## src/rtl/mips_pkg.sv

```systemverilog
// mips_pkg: shared constants and types for the MIPS pipeline control slice.
// Holds forwarding select codes, multi-cycle FSM states and branch-stage ids.
package mips_pkg;

    // Forwarding mux selects for the EX-stage ALU operands
    localparam logic [1:0] FWD_RF  = 2'b00;
    localparam logic [1:0] FWD_MEM = 2'b10;
    localparam logic [1:0] FWD_WB  = 2'b01;

    // Stage in which a branch is resolved
    localparam int BRANCH_EX  = 0;
    localparam int BRANCH_MEM = 1;

    typedef enum logic {
        MC_IDLE = 1'b0,
        MC_BUSY = 1'b1
    } mc_state_e;

endpackage

```

## src/rtl/sat_counter.sv

```systemverilog
// sat_counter: saturating event counter with synchronous clear.
// Ports: clk, reset (async, active-low), inc, clr (wins over inc), count.
module sat_counter #(
    parameter int CNT_W = 32
) (
    input  logic             clk,
    input  logic             reset,
    input  logic             inc,
    input  logic             clr,
    output logic [CNT_W-1:0] count
);

    always_ff @(posedge clk or negedge reset) begin
        if (!reset) begin
            count <= '0;
        end else if (clr) begin
            count <= '0;
        end else if (inc && (count != '1)) begin
            count <= count + CNT_W'(1);
        end
    end

endmodule

```

## src/rtl/mips_hazard_unit.sv

```systemverilog
// mips_hazard_unit: forwarding, load-use stall, branch/jump flush and
// multi-cycle execute handshake for the 5-stage pipeline, plus perf counters.
// Inputs : clk, reset (async, active-low), ID/EX/MEM/WB register specifiers
//          and control bits, branch_taken, mc_done, perf_clr.
// Outputs: fwd_a/fwd_b selects, PC/IF-ID stall, ID-EX hold/bubble,
//          EX-MEM bubble, per-stage flushes, mc_start/mc_abort pulses,
//          sticky mc_timeout, and three saturating perf counters.
module mips_hazard_unit
    import mips_pkg::*;
#(
    parameter int REG_ADDR_W   = 5,
    parameter int BRANCH_STAGE = 1,
    parameter int MC_TIMEOUT   = 64,
    parameter int CNT_W        = 32
) (
    input  logic                  clk,
    input  logic                  reset,
    input  logic [REG_ADDR_W-1:0] id_rs,
    input  logic [REG_ADDR_W-1:0] id_rt,
    input  logic                  id_uses_rs,
    input  logic                  id_uses_rt,
    input  logic                  id_jump,
    input  logic [REG_ADDR_W-1:0] ex_rs,
    input  logic [REG_ADDR_W-1:0] ex_rt,
    input  logic [REG_ADDR_W-1:0] ex_wr_reg,
    input  logic                  ex_reg_write,
    input  logic                  ex_mem_read,
    input  logic                  ex_is_mc,
    input  logic [REG_ADDR_W-1:0] mem_wr_reg,
    input  logic                  mem_reg_write,
    input  logic [REG_ADDR_W-1:0] wb_wr_reg,
    input  logic                  wb_reg_write,
    input  logic                  branch_taken,
    input  logic                  mc_done,
    input  logic                  perf_clr,
    output logic [1:0]            fwd_a,
    output logic [1:0]            fwd_b,
    output logic                  stall_pc,
    output logic                  stall_if_id,
    output logic                  hold_id_ex,
    output logic                  bubble_id_ex,
    output logic                  bubble_ex_mem,
    output logic                  flush_if_id,
    output logic                  flush_id_ex,
    output logic                  flush_ex_mem,
    output logic                  mc_start,
    output logic                  mc_abort,
    output logic                  mc_timeout,
    output logic [CNT_W-1:0]      perf_load_use,
    output logic [CNT_W-1:0]      perf_mc_stall,
    output logic [CNT_W-1:0]      perf_flush
);

    localparam int TW = (MC_TIMEOUT > 2) ? $clog2(MC_TIMEOUT) : 1;
    localparam logic [TW-1:0] TO_MAX = TW'(MC_TIMEOUT - 1);
    localparam logic KILL_EX_MEM = (BRANCH_STAGE == BRANCH_MEM);

    mc_state_e     state_q, state_d;
    logic [TW-1:0] tcnt_q, tcnt_d;
    logic          set_to;
    logic          busy, lu, mc_wait, to_hit;
    logic          ev_lu, ev_mc, ev_fl;

    assign busy    = (state_q == MC_BUSY);
    assign mc_wait = ex_is_mc && !(busy && mc_done);
    assign to_hit  = busy && !mc_done && (tcnt_q == TO_MAX);

    assign lu = ex_mem_read && (ex_wr_reg != '0) &&
                ((id_uses_rs && (ex_wr_reg == id_rs)) ||
                 (id_uses_rt && (ex_wr_reg == id_rt)));

    // Operand forwarding: the younger producer in MEM beats WB
    always_comb begin
        fwd_a = FWD_RF;
        fwd_b = FWD_RF;
        if (reset) begin
            if (mem_reg_write && (mem_wr_reg != '0) &&
                (mem_wr_reg == ex_rs)) begin
                fwd_a = FWD_MEM;
            end else if (wb_reg_write && (wb_wr_reg != '0) &&
                         (wb_wr_reg == ex_rs)) begin
                fwd_a = FWD_WB;
            end
            if (mem_reg_write && (mem_wr_reg != '0) &&
                (mem_wr_reg == ex_rt)) begin
                fwd_b = FWD_MEM;
            end else if (wb_reg_write && (wb_wr_reg != '0) &&
                         (wb_wr_reg == ex_rt)) begin
                fwd_b = FWD_WB;
            end
        end
    end

    // Control priority: branch kill > mc wait > load-use > jump.
    // Everything is held low while reset is asserted.
    always_comb begin
        state_d       = state_q;
        tcnt_d        = tcnt_q;
        set_to        = 1'b0;
        stall_pc      = 1'b0;
        stall_if_id   = 1'b0;
        hold_id_ex    = 1'b0;
        bubble_id_ex  = 1'b0;
        bubble_ex_mem = 1'b0;
        flush_if_id   = 1'b0;
        flush_id_ex   = 1'b0;
        flush_ex_mem  = 1'b0;
        mc_start      = 1'b0;
        mc_abort      = 1'b0;
        ev_lu         = 1'b0;
        ev_mc         = 1'b0;
        ev_fl         = 1'b0;
        if (reset) begin
            if (branch_taken) begin
                flush_if_id  = 1'b1;
                flush_id_ex  = 1'b1;
                flush_ex_mem = KILL_EX_MEM;
                ev_fl        = 1'b1;
                // A busy mc op is younger than a MEM-resolved branch
                if (busy && KILL_EX_MEM) begin
                    mc_abort = 1'b1;
                    state_d  = MC_IDLE;
                end
            end else begin
                if (busy) begin
                    tcnt_d = tcnt_q + TW'(1);
                    if (mc_done) begin
                        state_d = MC_IDLE;
                    end else if (to_hit) begin
                        mc_abort      = 1'b1;
                        set_to        = 1'b1;
                        bubble_ex_mem = 1'b1;
                        state_d       = MC_IDLE;
                    end
                end else if (ex_is_mc) begin
                    mc_start = 1'b1;
                    tcnt_d   = '0;
                    state_d  = MC_BUSY;
                end
                if (mc_wait) begin
                    // ID/EX is held, so the load-use bubble is suppressed
                    stall_pc      = 1'b1;
                    stall_if_id   = 1'b1;
                    hold_id_ex    = 1'b1;
                    bubble_ex_mem = 1'b1;
                    ev_mc         = 1'b1;
                end else if (lu) begin
                    stall_pc     = 1'b1;
                    stall_if_id  = 1'b1;
                    bubble_id_ex = 1'b1;
                    ev_lu        = 1'b1;
                end else if (id_jump) begin
                    flush_if_id = 1'b1;
                    ev_fl       = 1'b1;
                end
            end
        end
    end

    always_ff @(posedge clk or negedge reset) begin
        if (!reset) begin
            state_q    <= MC_IDLE;
            tcnt_q     <= '0;
            mc_timeout <= 1'b0;
        end else begin
            state_q <= state_d;
            tcnt_q  <= tcnt_d;
            if (set_to) begin
                mc_timeout <= 1'b1;
            end
        end
    end

    sat_counter #(.CNT_W(CNT_W)) u_cnt_lu (
        .clk   (clk),
        .reset (reset),
        .inc   (ev_lu),
        .clr   (perf_clr),
        .count (perf_load_use)
    );

    sat_counter #(.CNT_W(CNT_W)) u_cnt_mc (
        .clk   (clk),
        .reset (reset),
        .inc   (ev_mc),
        .clr   (perf_clr),
        .count (perf_mc_stall)
    );

    sat_counter #(.CNT_W(CNT_W)) u_cnt_fl (
        .clk   (clk),
        .reset (reset),
        .inc   (ev_fl),
        .clr   (perf_clr),
        .count (perf_flush)
    );

    // ex_reg_write is part of the EX bundle but does not affect any hazard
    logic unused_ok;
    assign unused_ok = ex_reg_write;

endmodule

```

## config.mk

```make
export PLATFORM = sky130hd
export DESIGN_NAME = mips_hazard_unit
export DESIGN_NICKNAME = d
export VERILOG_FILES = /design/src/rtl/mips_pkg.sv /design/src/rtl/sat_counter.sv /design/src/rtl/mips_hazard_unit.sv
export SDC_FILE = /design/constraint.sdc
export NUM_CORES = 1
export LEC_CHECK = 0
export CORE_UTILIZATION = 45
export DETAILED_ROUTE_END_ITERATION = 16
export PLACE_DENSITY = 0.74
export SETUP_SLACK_MARGIN = 0.02
export SLEW_MARGIN = 20
export SYNTH_ARGS = -nofsm -noshare
export SYNTH_HDL_FRONTEND = slang
export SYNTH_SLANG_ARGS = --single-unit
```

## constraint.sdc

```tcl
create_clock -name clk -period 2.8 [get_ports clk]
set_input_delay 0.7 -clock clk [delete_from_list [all_inputs] [get_ports clk]]
set_output_delay 0.7 -clock clk [all_outputs]
set_load 0.01 [all_outputs]
```

**Word-level counts from Yosys, hierarchy flattened**

Index checks and enable logic that the tools add are counted.

- Reduce and logical (&&, ||, !) cells: 28
- Order comparisons: 0
- Equality and inequality tests: 10
- Shifts and indexed selects: 0
- Multiply operators: 0
- Bitwise operators: 1
- Div/mod/pow operators: 0
- Add/subtract/negate cells: 4
- Multiplexer cells: 50

Operator list:

| kind | number |
|---|---|
| $mux 32 | 6 |
| $add 32x1->32 const B | 3 |
| $ne 32x32->1 const B | 3 |
| $mux 1 | 38 |
| $eq 5x5->1 | 6 |
| $logic_and 1x1->1 | 17 |
| $reduce_bool 5->1 | 3 |
| $mux 6 | 2 |
| $mux 2 | 4 |
| $reduce_bool 2->1 | 4 |
| $add 6x1->6 const B | 1 |
| $eq 6x6->1 const B | 1 |
| $reduce_and 3->1 | 1 |
| $logic_not 1->1 | 2 |
| $logic_or 1x1->1 | 1 |
| $not 1->1 | 1 |

- Register bits: 104
- Bits in writable memories: 0
- Latch bits: 0
- Bits in read-only memories: 0
- Memories: 0
- Word-level logic and storage cells: 99

**Longest topological paths before layout**

- Depth in word-level cells: 11
- Depth in mapped cells: 11

**By module**

From an unflattened synthesis, not the netlist that was laid out.

- Cell total of the unflattened synthesis: 704
- Area, all modules: 6481.2 µm²

Modules (own cells, without submodules):

| module | cells an instance | times used | area an instance (µm²) |
|---|---|---|---|
| sat_counter | 198 | 3 | 1854.3 |
| mips_hazard_unit | 110 | 1 | 918.4 |

**Least setup slack after synthesis**

Ideal clock, no wire load.

- Kind: input to output
- Start: in ex_wr_reg[1]
- End: out bubble_id_ex
- Arrival: 2.205 ns
- Path buffers: 3
- Required time: 2.100 ns
- Path slack: -0.105 ns
- Stages on the path: 7
- Cells stage by stage: or4_1 -> o21ai_2 -> or3b_1 -> clkbuf_1 -> buf_2 -> buf_2 -> inv_1

- Longest elaborated chain between the ends: 8
- Elaborated cells between the ends (all ways): 12

RTL lines:

| element | line | source |
|---|---|---|
| start, declared | mips_hazard_unit.sv:25 | `input logic [REG_ADDR_W-1:0] ex_wr_reg,` |
| $eq 5x5->1, on equally long branches | mips_hazard_unit.sv:69, mips_hazard_unit.sv:70 |  |
| $logic_and 1x1->1, on equally long branches | mips_hazard_unit.sv:69, mips_hazard_unit.sv:70 |  |
| $logic_or 1x1->1 | mips_hazard_unit.sv:69 | `((id_uses_rs && (ex_wr_reg == id_rs)) \|\|` |
| $logic_and 1x1->1 * | mips_hazard_unit.sv:68 | `assign lu = ex_mem_read && (ex_wr_reg != '0) &&` |
| $mux 1 * | mips_hazard_unit.sv:147 | `end else if (lu) begin` |
| $mux 1 * | mips_hazard_unit.sv:140 | `if (mc_wait) begin` |
| $mux 1 * | mips_hazard_unit.sv:114 | `if (branch_taken) begin` |
| $mux 1 * | mips_hazard_unit.sv:113 | `if (reset) begin` |
| end, declared | mips_hazard_unit.sv:41 | `output logic bubble_id_ex,` |

Every way passes the cells marked *; elsewhere a longest branch is shown, timed or not.

**Worst setup path after layout**

- Start: in id_rs[4]
- End: out bubble_id_ex

- Longest elaborated chain between the ends: 8

RTL lines:

| element | line | source |
|---|---|---|
| start, declared | mips_hazard_unit.sv:18 | `input logic [REG_ADDR_W-1:0] id_rs,` |
| $eq 5x5->1 | mips_hazard_unit.sv:69 |  |
| $logic_and 1x1->1 | mips_hazard_unit.sv:69 |  |
| $logic_or 1x1->1 | mips_hazard_unit.sv:69 |  |
| $logic_and 1x1->1 | mips_hazard_unit.sv:68 |  |
| $mux 1 | mips_hazard_unit.sv:147 |  |
| $mux 1 | mips_hazard_unit.sv:140 |  |
| $mux 1 | mips_hazard_unit.sv:114 |  |
| $mux 1 | mips_hazard_unit.sv:113 |  |

Every way passes these cells.

==> results.sh <==
export IMPL_dp_final_hpwl_um=12680
export IMPL_comb_power_share_pct=11.5
export IMPL_route_detailed_drc=0
export IMPL_finalNetCount=945
export IMPL_finish_utilization_pct=65.52
export IMPL_min_period_over_period_pct=99.81
export IMPL_ir_drop_mv=0.2306
export IMPL_grt_overflow=0
export IMPL_seqPwrFrac_pct=48.0
export IMPL_gp_congestion=0.9298
export IMPL_cts_buffers=9
export IMPL_insertion_delay_ps=350
export IMPL_wire_per_inst_um=16.79
export IMPL_hold_path_class="primary input to async pin"
export IMPL_power_mw=3.213
export IMPL_fmax_mhz=357.8
export IMPL_antenna_left=0
export IMPL_place_area_mm2=0.008285
export IMPL_dp_slack_ps=-816.6
export IMPL_powerDensity_mw_per_mm2=367.4
export IMPL_end_kind="output pin"
export IMPL_avgSynthCellArea_um2=8.889
export IMPL_ys_dominant_reg_cell="dfrtp_1"
export IMPL_grt_pass1_vias=6078
export IMPL_finalNonFillerCells=1074
export IMPL_dieArea_mm2=0.01430
export IMPL_grt_pass1_wl_um=29260
export IMPL_vias_per_cell=5.879
export IMPL_synth_edf_count=0
export IMPL_min_period_ps=2795
export IMPL_grt_max_degree=56
export IMPL_ys_warn_count=0
export IMPL_mostFrequentLayoutCell="clkdlybuf4s50_1"
export IMPL_ys_ff_latch=104
export IMPL_finalSetupTns_ps=0
export IMPL_hold_buffers=0
export IMPL_worstPathRequired_ps=2100
export IMPL_synth_seq_area_share_pct=41.83
export IMPL_worst_pin_slew_ps=771.1
export IMPL_clk_path_buf_depth=2
export IMPL_status="complete, no violations"
export IMPL_async_flop_share_pct=100.0
export IMPL_slew_viol_final=0
export IMPL_drive_gt1_share_pct=14.48
export IMPL_antenna_cells=0
export IMPL_initial_core_util_pct=46.62
export IMPL_clkPwrFrac_pct=40.6
export IMPL_synthDistinctLibCells=55
export IMPL_numClockSinks=104
export IMPL_areaGrowthSynthToFinish_pct=40.56
export IMPL_antenna_found_initial=0
export IMPL_syn_area_mm2=0.006222
export IMPL_syn_num_nets=752
export IMPL_fp_dieH_um=119.6
export IMPL_critPathArrivalTime_ps=2090
export IMPL_setup_viol=0
export IMPL_rows=42
export IMPL_postSynthCellCount=700
export IMPL_fin_skew_ps=7.151
export IMPL_timing_slew_headroom_pct=48.05
export IMPL_die_w_um=119.6
export IMPL_rsz0062_at_grt="true"
export IMPL_fin_ws_ps=5.301
export IMPL_placedCellCount=1053
export IMPL_cts_tree="yes"
export IMPL_design_core_area_mm2=0.01335
export IMPL_clockRootBuffer="clkbuf_16"
export IMPL_clkTransAtPathRegs_ps=60
export IMPL_layout_common_cells="clkdlybuf4s50_1, dfrtp_1, a21oi_1, buf_4, nor2_1"
export IMPL_power_leakage_nw=3.489
export IMPL_sw_frac_of_total_pct=24.23
export IMPL_maxCapViolations=0
export IMPL_whs_ps=160.7
export IMPL_routed_wl_um=18040
export IMPL_cp_max_fo=2
export IMPL_intPower_mw=2.435
export IMPL_drt_pass1_iterations=5
export IMPL_numPortBuffers=157
export IMPL_start_kind="primary input"
export IMPL_h_tree_depth=3
export IMPL_hold_viol=0
export IMPL_p_sw_mw=0.7786
export IMPL_io_pins=159
export IMPL_stdcell_area_mm2=0.008746
export IMPL_crit_type="primary input to output pin"
export IMPL_drt_iter0_drc=391
export IMPL_grt_use_total_pct=25.04
export IMPL_vias=6314
==> repair_timing <==
item	CTS	global route
resized for setup	121	30
endpoints found under the setup margin	53	21
setup buffers	2	3
pin swaps	27	18
hold endpoints to repair	0	0
==> critical path: stages <==
cell and delay (ps):
dlygate4sd2_1 240, xnor2_1 230, nand4_1 160, o22ai_2 140, or3b_4 430, inv_2 80, buf_6 100
==> power groups by stage <==
stage               Combinational (mW)  Clock [mW]  Sequential (mW)
finish                           0.369        1.30             1.54
global placement                 0.341           0             1.57
detailed placement               0.354           0             1.57
floorplan                        0.146           0             1.57
global route                     0.399        1.40             1.54
CTS                              0.358        1.34             1.54
==> layout make-up <==
class | instances | area, um^2
clock buffer | 12 | 256.5
inverter | 17 | 63.81
tap | 176 | 220.2
fill | 1124 | 4602
sequential | 104 | 2603
clock inverter | 4 | 52.55
multi-input combinational | 541 | 3557
timing repair buffer | 220 | 1993
==> logic make-up (layout without fill, tap and decap cells) <==
family / after synthesis / count (layout) / share of synthesized area, %
and+or+nand+nor: 327 / 327 / 29.98
AOI/OAI and AO/OA: 143 / 143 / 13.77
DFF: 104 / 104 / 41.83
xor gates and xnor gates: 57 / 57 / 8.023
buffers and inverters: 55 / 253 / 3.780
muxes: 10 / 10 / 1.810
adders and majority gates: 4 / 4 / 0.8044
==> state kept, by name, indices dropped and copies added, names as in the netlist <==
| signal | cells |
|---|---|
| busy | 1 |
| mc_timeout | 1 |
| tcnt_q | 6 |
| u_cnt_fl.count | 32 |
| u_cnt_lu.count | 32 |
| u_cnt_mc.count | 32 |
==> worst paths after layout <==
path	start	cells after the start	slack (ps)	endpoint
setup reg to reg	u_cnt_fl.count[8]$_DFFE_PN0P_	6	300	u_cnt_fl.count[25]$_DFFE_PN0P_
min in group clk	mc_timeout$_DFFE_PN0P_	1	490	mc_timeout$_DFFE_PN0P_
hold reg to reg	mc_timeout$_DFFE_PN0P_	1	490	mc_timeout$_DFFE_PN0P_
hold / removal	reset	1	160	mc_timeout$_DFFE_PN0P_
setup / recovery	id_rs[4]	7	5	bubble_id_ex
max in group asynchronous	reset	3	1500	u_cnt_fl.count[3]$_DFFE_PN0P_
==> synth_stat cells, drive strengths merged, types with 5 or more instances <==
cell      n  share of area, %
nor2     55               3.3
nand3    43               3.5
and3     13               1.3
nor2b     7              0.70
and2     11               1.1
o21ai    34               2.8
a21oi    60               4.8
nor3     15               1.2
nand4b    5              0.70
buf      10               1.1
nand2    41               2.5
and4     12               1.7
or4      34               4.1
o31ai    29               3.5
inv      17               1.0
dfrtp   104                42
nand2b    6              0.60
clkbuf   28               1.7
nand4    36               3.6
mux2     10               1.8
xnor2    27               3.8
nor4     12               1.4
or3      25               2.5
xor2     30               4.2
==> routing by layer <==
layer	wire length (um)	vias up	GRT usage (%)
met5	0	-	0
li1	-	3005	-
met4	417	0	9.297
met2	9046	175	42.41
met3	684	31	3.375
met1	7887	3103	32.59
Note: power is estimated with default switching activity, not from simulation.
